===== config.mk =====
export PLATFORM = sky130hd
export DESIGN_NAME = dmem_arbiter
export DESIGN_NICKNAME = d
export VERILOG_FILES = /design/src/rtl/dmem_arbiter.sv
export SDC_FILE = /design/constraint.sdc
export NUM_CORES = 1
export LEC_CHECK = 0
export BUFFER_PORTS_ARGS = -buffer_cell sky130_fd_sc_hd__buf_2
export CORE_AREA = 2 2 105 107
export CTS_BUF_LIST = sky130_fd_sc_hd__clkbuf_8
export DETAILED_ROUTE_END_ITERATION = 7
export DIE_AREA = 0 0 107 109
export PLACE_DENSITY = 0.93
export REMOVE_ABC_BUFFERS = 1
export SYNTH_ARGS = -nofsm -noshare
export SYNTH_HDL_FRONTEND = slang
export SYNTH_SLANG_ARGS = --single-unit

===== constraint.sdc =====
create_clock -name clk -period 7.6 [get_ports clk]
set_clock_uncertainty 0.2 [all_clocks]
set_input_delay 0.38 -clock clk [delete_from_list [all_inputs] [get_ports clk]]
set_output_delay 0.38 -clock clk [all_outputs]
set_load 0.01 [all_outputs]

===== src/rtl/dmem_arbiter.sv =====
// Two-requester data-memory arbiter with lockable grants and registered read return.
// Define DMEM_ARB_ROUND_ROBIN_EN for round-robin tie-break; default is fixed priority to requester 0.
`ifndef WORD_LEN
`define WORD_LEN 32
`endif

module dmem_arbiter #(
  parameter int unsigned MAX_LOCK = 8
) (
  input  logic                 clk,
  input  logic                 rst,
  input  logic                 req0,
  input  logic                 req1,
  input  logic                 we0,
  input  logic                 we1,
  input  logic [`WORD_LEN-1:0] a0,
  input  logic [`WORD_LEN-1:0] a1,
  input  logic [`WORD_LEN-1:0] wd0,
  input  logic [`WORD_LEN-1:0] wd1,
  input  logic                 lock0,
  input  logic                 lock1,
  output logic                 gnt0,
  output logic                 gnt1,
  output logic [`WORD_LEN-1:0] rdata,
  output logic                 rvalid0,
  output logic                 rvalid1,
  output logic                 mem_we,
  output logic [`WORD_LEN-1:0] mem_a,
  output logic [`WORD_LEN-1:0] mem_wd,
  input  logic [`WORD_LEN-1:0] mem_rd
);

  localparam int unsigned W  = `WORD_LEN;
  localparam int unsigned CW = 8;

  typedef enum logic [1:0] {IDLE, OWN0, OWN1} state_t;

  state_t        state_q, state_d;
  logic [CW-1:0] cnt_q, cnt_d;
  logic          force_q, force_d;
  logic          force_id_q, force_id_d;
`ifdef DMEM_ARB_ROUND_ROBIN_EN
  logic          last_q, last_d;
`endif
  logic [W-1:0]  mem_a_q, mem_a_d;
  logic [W-1:0]  mem_wd_q, mem_wd_d;
  logic [W-1:0]  rdata_q, rdata_d;
  logic          rvalid0_q, rvalid0_d;
  logic          rvalid1_q, rvalid1_d;

  logic          win;
  logic          any_gnt;
  logic          win_we;
  logic          win_lock;
  logic [CW-1:0] base_cnt;
  logic [CW-1:0] new_cnt;

  // Arbitration, lock tracking and memory-port steering.
  always_comb begin
    state_d    = IDLE;
    cnt_d      = '0;
    force_d    = force_q;
    force_id_d = force_id_q;
`ifdef DMEM_ARB_ROUND_ROBIN_EN
    last_d     = last_q;
`endif
    mem_a_d    = mem_a_q;
    mem_wd_d   = mem_wd_q;
    rdata_d    = rdata_q;
    rvalid0_d  = 1'b0;
    rvalid1_d  = 1'b0;
    gnt0       = 1'b0;
    gnt1       = 1'b0;
    mem_we     = 1'b0;
    win        = 1'b0;
    any_gnt    = 1'b0;
    win_we     = 1'b0;
    win_lock   = 1'b0;
    base_cnt   = '0;
    new_cnt    = '0;

    // An owner keeps the port while it requests; otherwise arbitrate as if idle.
    if (state_q == OWN0 && req0) begin
      any_gnt  = 1'b1;
      win      = 1'b0;
      base_cnt = cnt_q;
    end else if (state_q == OWN1 && req1) begin
      any_gnt  = 1'b1;
      win      = 1'b1;
      base_cnt = cnt_q;
    end else if (req0 && req1) begin
      any_gnt = 1'b1;
      if (force_q) begin
        win = ~force_id_q;
      end else begin
`ifdef DMEM_ARB_ROUND_ROBIN_EN
        win = ~last_q;
`else
        win = 1'b0;
`endif
      end
    end else if (req0) begin
      any_gnt = 1'b1;
      win     = 1'b0;
    end else if (req1) begin
      any_gnt = 1'b1;
      win     = 1'b1;
    end

    if (rst) any_gnt = 1'b0;

    if (any_gnt) begin
      win_we    = win ? we1 : we0;
      win_lock  = win ? lock1 : lock0;
      gnt0      = ~win;
      gnt1      = win;
      mem_we    = win_we;
      mem_a_d   = win ? a1 : a0;
      mem_wd_d  = win ? wd1 : wd0;
      rvalid0_d = ~win & ~win_we;
      rvalid1_d = win & ~win_we;
      if (!win_we) rdata_d = mem_rd;
      force_d   = 1'b0;
`ifdef DMEM_ARB_ROUND_ROBIN_EN
      last_d    = win;
`endif
      new_cnt   = base_cnt + CW'(1);
      // Hitting the lock limit drops to IDLE and hands the next tie to the other side.
      if (win_lock) begin
        if (new_cnt >= CW'(MAX_LOCK)) begin
          force_d    = 1'b1;
          force_id_d = win;
        end else begin
          state_d = win ? OWN1 : OWN0;
          cnt_d   = new_cnt;
        end
      end
    end
  end

  always_ff @(posedge clk) begin
    if (rst) begin
      state_q    <= IDLE;
      cnt_q      <= '0;
      force_q    <= 1'b0;
      force_id_q <= 1'b0;
`ifdef DMEM_ARB_ROUND_ROBIN_EN
      last_q     <= 1'b1;
`endif
      mem_a_q    <= '0;
      mem_wd_q   <= '0;
      rdata_q    <= '0;
      rvalid0_q  <= 1'b0;
      rvalid1_q  <= 1'b0;
    end else begin
      state_q    <= state_d;
      cnt_q      <= cnt_d;
      force_q    <= force_d;
      force_id_q <= force_id_d;
`ifdef DMEM_ARB_ROUND_ROBIN_EN
      last_q     <= last_d;
`endif
      mem_a_q    <= mem_a_d;
      mem_wd_q   <= mem_wd_d;
      rdata_q    <= rdata_d;
      rvalid0_q  <= rvalid0_d;
      rvalid1_q  <= rvalid1_d;
    end
  end

  assign mem_a   = mem_a_d;
  assign mem_wd  = mem_wd_d;
  assign rdata   = rdata_q;
  assign rvalid0 = rvalid0_q;
  assign rvalid1 = rvalid1_q;

endmodule


# Yosys cells after proc, flatten, opt, wreduce, memory -nomap -nowiden
# Index checks and enable logic that the tools add are counted.
word_totals:
  reg_bits: 110
  inputBits: 168
  out_inout_bits: 101
  wordCells: 52
op_classes:
  add_sub_neg: 1
  magnitude_cmp: 1
  n_eq_ne: 2
  muxes: 25
  n_bitwise: 7
  n_reduce_logical: 7
op_table:
  columns: ["operator", "count"]
  rows:
  - ["$mux W32", 4]
  - ["$mux W1", 18]
  - ["$mux W8", 2]
  - ["$add A8 B1 Y8 const B", 1]
  - ["$ge A8 B4 Y1 const B", 1]
  - ["$not A1 Y1", 5]
  - ["$reduce_or A4 Y1", 1]
  - ["$logic_and A1 B1 Y1", 3]
  - ["$reduce_and A3 Y1", 1]
  - ["$and A1 B1 Y1", 2]
  - ["$eq A2 B1 Y1 const B", 1]
  - ["$eq A2 B2 Y1 const B", 1]
  - ["$mux W2", 1]
  - ["$reduce_and A2 Y1", 1]
  - ["$reduce_or A2 Y1", 1]

# Depth between registers and ports, before layout
logic_depth:
  word_depth: 8
  depth_mapped: 10
  mapped_depth_nobuf: 10

# Worst setup path before layout
# Ideal clock, no wire load.
synth_timing:
  kind: "reg-to-reg"
  start: "reg state_q[0]"
  end: "reg cnt_q[2]"
  setup_time_ns: 0.064
  t_arrival_ns: 2.189
  required_time_ns: 7.336
  slack_ns: 5.146
  path_stages_with_launch: 11
  path_buffers: 0
  synth_period_minus_slack_ns: 2.454
  cell_sequence: "dfxtp_1 -> and2b_1 -> a22o_1 -> and2_1 -> ha_1 -> nand2b_1 -> mux2_2 -> o22a_1 -> o31a_1 -> nand2b_1 -> nor2_1"
synth_via:
  elab_chain_cells: 7
  elab_cells_between_ends: 17
  cone_classes: "add/sub (1); order compare (1); eq/ne (2); mux (8); bitwise (2); reduce/logical (3)"
synth_rtl:
  columns: ["element", "line", "text"]
  rows:
  - ["start, declared", "38", "state_t state_q, state_d;"]
  - ["start signal, assigned", "156", "state_q <= state_d;"]
  - ["$eq A2 B2 Y1", "87", "end else if (state_q == OWN1 && req1) begin"]
  - ["$logic_and A1 B1 Y1", "87", null]
  - ["$mux W8 or $mux W1 (tied branches)", "87", null]
  - ["$mux W8 or $mux W1 (tied branches)", "83", "if (state_q == OWN0 && req0) begin"]
  - ["$add A8 B1 Y8, or another cell as far along", "127", "new_cnt = base_cnt + CW'(1);"]
  - ["$ge A8 B4 Y1 or $not A1 Y1 (tied branches)", null, null]
  - ["$reduce_or A4 Y1 (no source line)", null, null]
  - ["end signal, assigned", "157", "cnt_q <= cnt_d;"]
  - ["end, declared", "39", "logic [CW-1:0] cnt_q, cnt_d;"]
# Parallel ways exist; a longest one is shown, timed or not.
# A chain may end at the register's enable or synchronous reset.

# Worst setup path in the final report
layout_timing:
  start: "in rst"
  end: "out mem_a[23]"
layout_via:
  elab_chain_cells: 2
layout_rtl:
  columns: ["element", "line", "text"]
  rows:
  - ["start, declared", "11", "input logic rst,"]
  - ["$mux W1", "110", "if (rst) any_gnt = 1'b0;"]
  - ["$mux W32", "112", "if (any_gnt) begin"]
  - ["end, declared", "28", "output logic [`WORD_LEN-1:0] mem_a,"]
# No other way between the ends.

==> out/metrics.yaml <==
grt_pass1_wl_microns: 19160
fp.dieH_microns: 109
numClockSinks: 110
cts_tree: "built"
pwr-share-comb: 0.204
synth_edf_count: 0
async_flop_share: 0
initial_core_util: 0.4615
clk_pin_slew_ps: 100
status: "finished clean"
maxCapViolCount: 0
pre_cts_ws_ps: 4440
hp-class: "input port to flip-flop"
yosysSeqAreaShare: 0.4500
first_pass_iters: 4
synthesis.area_sq_mm: 0.004893
post-cts-setup-buffers: 0
grt_util_all_layers: 0.2069
min_delay_path_depth: 3
r2r-end: "state_q[1]"
p_int_mw: 0.8667
min_period_ps: 3166
cts_buffers: 9
syn_to_final_growth_pct: 31.42
initialDrtViolationCount: 198
synth_cells: 524
drive_above_1_share: 0.3844
worstRegToRegCells: 10
drc: 0
final_common_cell: "buf_2"
setup_ws_ps: 4434
dp_hpwl_microns: 9399
seqPwrFrac: 0.515
swShare: 0.2809
power_density_mw_per_mm2: 187.4
hold_path_startpoint: "mem_rd[29]"
vias: 4379
diodes: 0
synth_compound_area_frac: 0.09077
synth_top_family_by_area: "multiplexers"
hold_ws_ps: 52.65
place_congestion: 0.8088
start_kind: "input port"
synthAdderAreaFrac: 0.005114
crit_type: "input port to output port"
end_kind: "output port"
routed_wl_microns: 12340
hold_viol_final: 0
core-area_sq_mm: 0.01060
synth-simple-area-share: 0.1879
power.ir.vdd_worst_mv: 0.09781
total_power_mw: 1.205
clockPowerShare: 0.281
clk_root_buffer_cell: "clkbuf_8"
synth_flop_cell: "dfxtp_1"
synth_mux_area_frac: 0.2028
htreeDepth: 3
die_w_microns: 107
wl_per_cell_microns: 13.37
final_antenna_net_count: 0
synth_cell_types: 36
fin_setup_tns_ps: 0
gr-total-overflow: 0
antenna_found_initial: 0
grt_pass1_vias: 4220
die_area_sq_mm: 0.01166
slew_headroom: 0.5734
final_area_sq_mm: 0.006431
cts.path.max_buffers: 2
avgSynthCellArea_sq_um: 9.339
p_leak_nw: 3.273
fin_crit_sh: 0.4166
grt_setup_unrepaired: "false"
ff2ff_setup_slack_ps: 4880
holdPathEnd: "rdata[29]"
portBuffers: 268
ys_ff_latch: 110
cp.arrival_ps: 2590
io-pin-count: 269
via_per_inst: 4.744
crit_fanout: 71
grt_max_degree: 72
final_cell_mix: "buf_2 (268), dfxtp_1 (110), mux2i_1 (98), nand2_1 (71), nor2b_1 (62)"
p_sw_mw: 0.3385
max_freq_mhz: 315.8
drv_slew: 0
setup_viol_count_final: 0
final_nets: 948
ys_warn_count: 0
r2r_start: "state_q[0]"
cp.required_ps: 7020
postPlaceCellArea_sq_mm: 0.006218
rows: 38
worst_slew_pin_slew_ps: 639.9
synthXorXnorAreaFrac: 0.005369
clock_latency_ps: 360
## Yosys cell counts (3+ instances only)
library cell | instances | area share
and2b_1 | 5 | 0.0077
buf_2 | 3 | 0.0031
buf_6 | 4 | 0.0092
buf_8 | 5 | 0.015
clkbuf_1 | 23 | 0.018
dfxtp_1 | 110 | 0.45
inv_1 | 5 | 0.0038
mux2i_1 | 98 | 0.20
nand2_1 | 71 | 0.054
nand2b_1 | 3 | 0.0038
nor2_1 | 42 | 0.032
nor2b_1 | 62 | 0.079
o21ai_0 | 49 | 0.050
o21ai_1 | 9 | 0.0092
o21ai_2 | 6 | 0.011
## cells by family (layout without fill, tap and decap cells)
kind of cell / Yosys count / count (layout)
xor+xnor: 3 / 3
simple gates: 192 / 192
mux: 99 / 99
fa+ha+maj: 2 / 2
compound gates: 75 / 75
flops: 110 / 110
buf+inv: 42 / 297
other cells: 1 / 5
## critical path, cell delays in order
cell	delay (ps)
buf_2	80
buf_4	400
or2_4	570
buf_4	630
o21ai_0	250
buf_2	200
## registers in the layout, indices dropped and copies added, names as in the netlist
name / flops
state_q: 2
rvalid0: 1
force_q: 1
mem_wd_q: 32
force_id_q: 1
rdata: 32
rvalid1: 1
cnt_q: 8
mem_a_q: 32
## power groups by stage
stage	combinational [mW]	sequential, mW	clock [mW]
finish	0.246	0.621	0.339
floorplan	0.131	0.636	0
detailed placement	0.246	0.634	0
global placement	0.240	0.633	0
global route	0.271	0.625	0.378
CTS	0.248	0.621	0.352
## worst max-delay path by stage
stage                from  cells after the start  slack, ps        end
2_1_floorplan  state_q[0]                      6       2760   rdata[0]
3_3_place_gp          rst                      7       4500  mem_wd[3]
3_5_place_dp          rst                      6       4440  mem_a[23]
4_1_cts               rst                      6       4440  mem_a[23]
5_1_grt               rst                      7       4200  mem_a[20]
6_report              rst                      6       4430  mem_a[23]
## timing repair
| item | in CTS | in global routing |
|---|---|---|
| endpoints found under the hold margin | 2 | 0 |
| hold buffers | 2 | 0 |
| resized for setup | 0 | 0 |
## final cells by class
type	count	area, sq um
fill	930	4172
multi-input combinational	376	2436
sequential	110	2202
timing repair buffer	276	1406
tap	140	175.2
clock buffer	11	151.4
clock inverter	5	41.29
inverter	5	18.77
## through the flow
step,instances,util
finish,923,0.6066
detailed placement,905,0.5865
CTS,923,0.6066
global route,923,0.6066
floorplan,491,-
global placement,905,0.5865
## routing by layer
metal,track usage,wire [microns],vias up
li1,-,-,2248
met1,0.2264,4855,1936
met2,0.3781,6351,176
met3,0.06037,902,19
met4,0.07978,229,0
met5,0,0,-
Power figures use the tool's default switching activity.
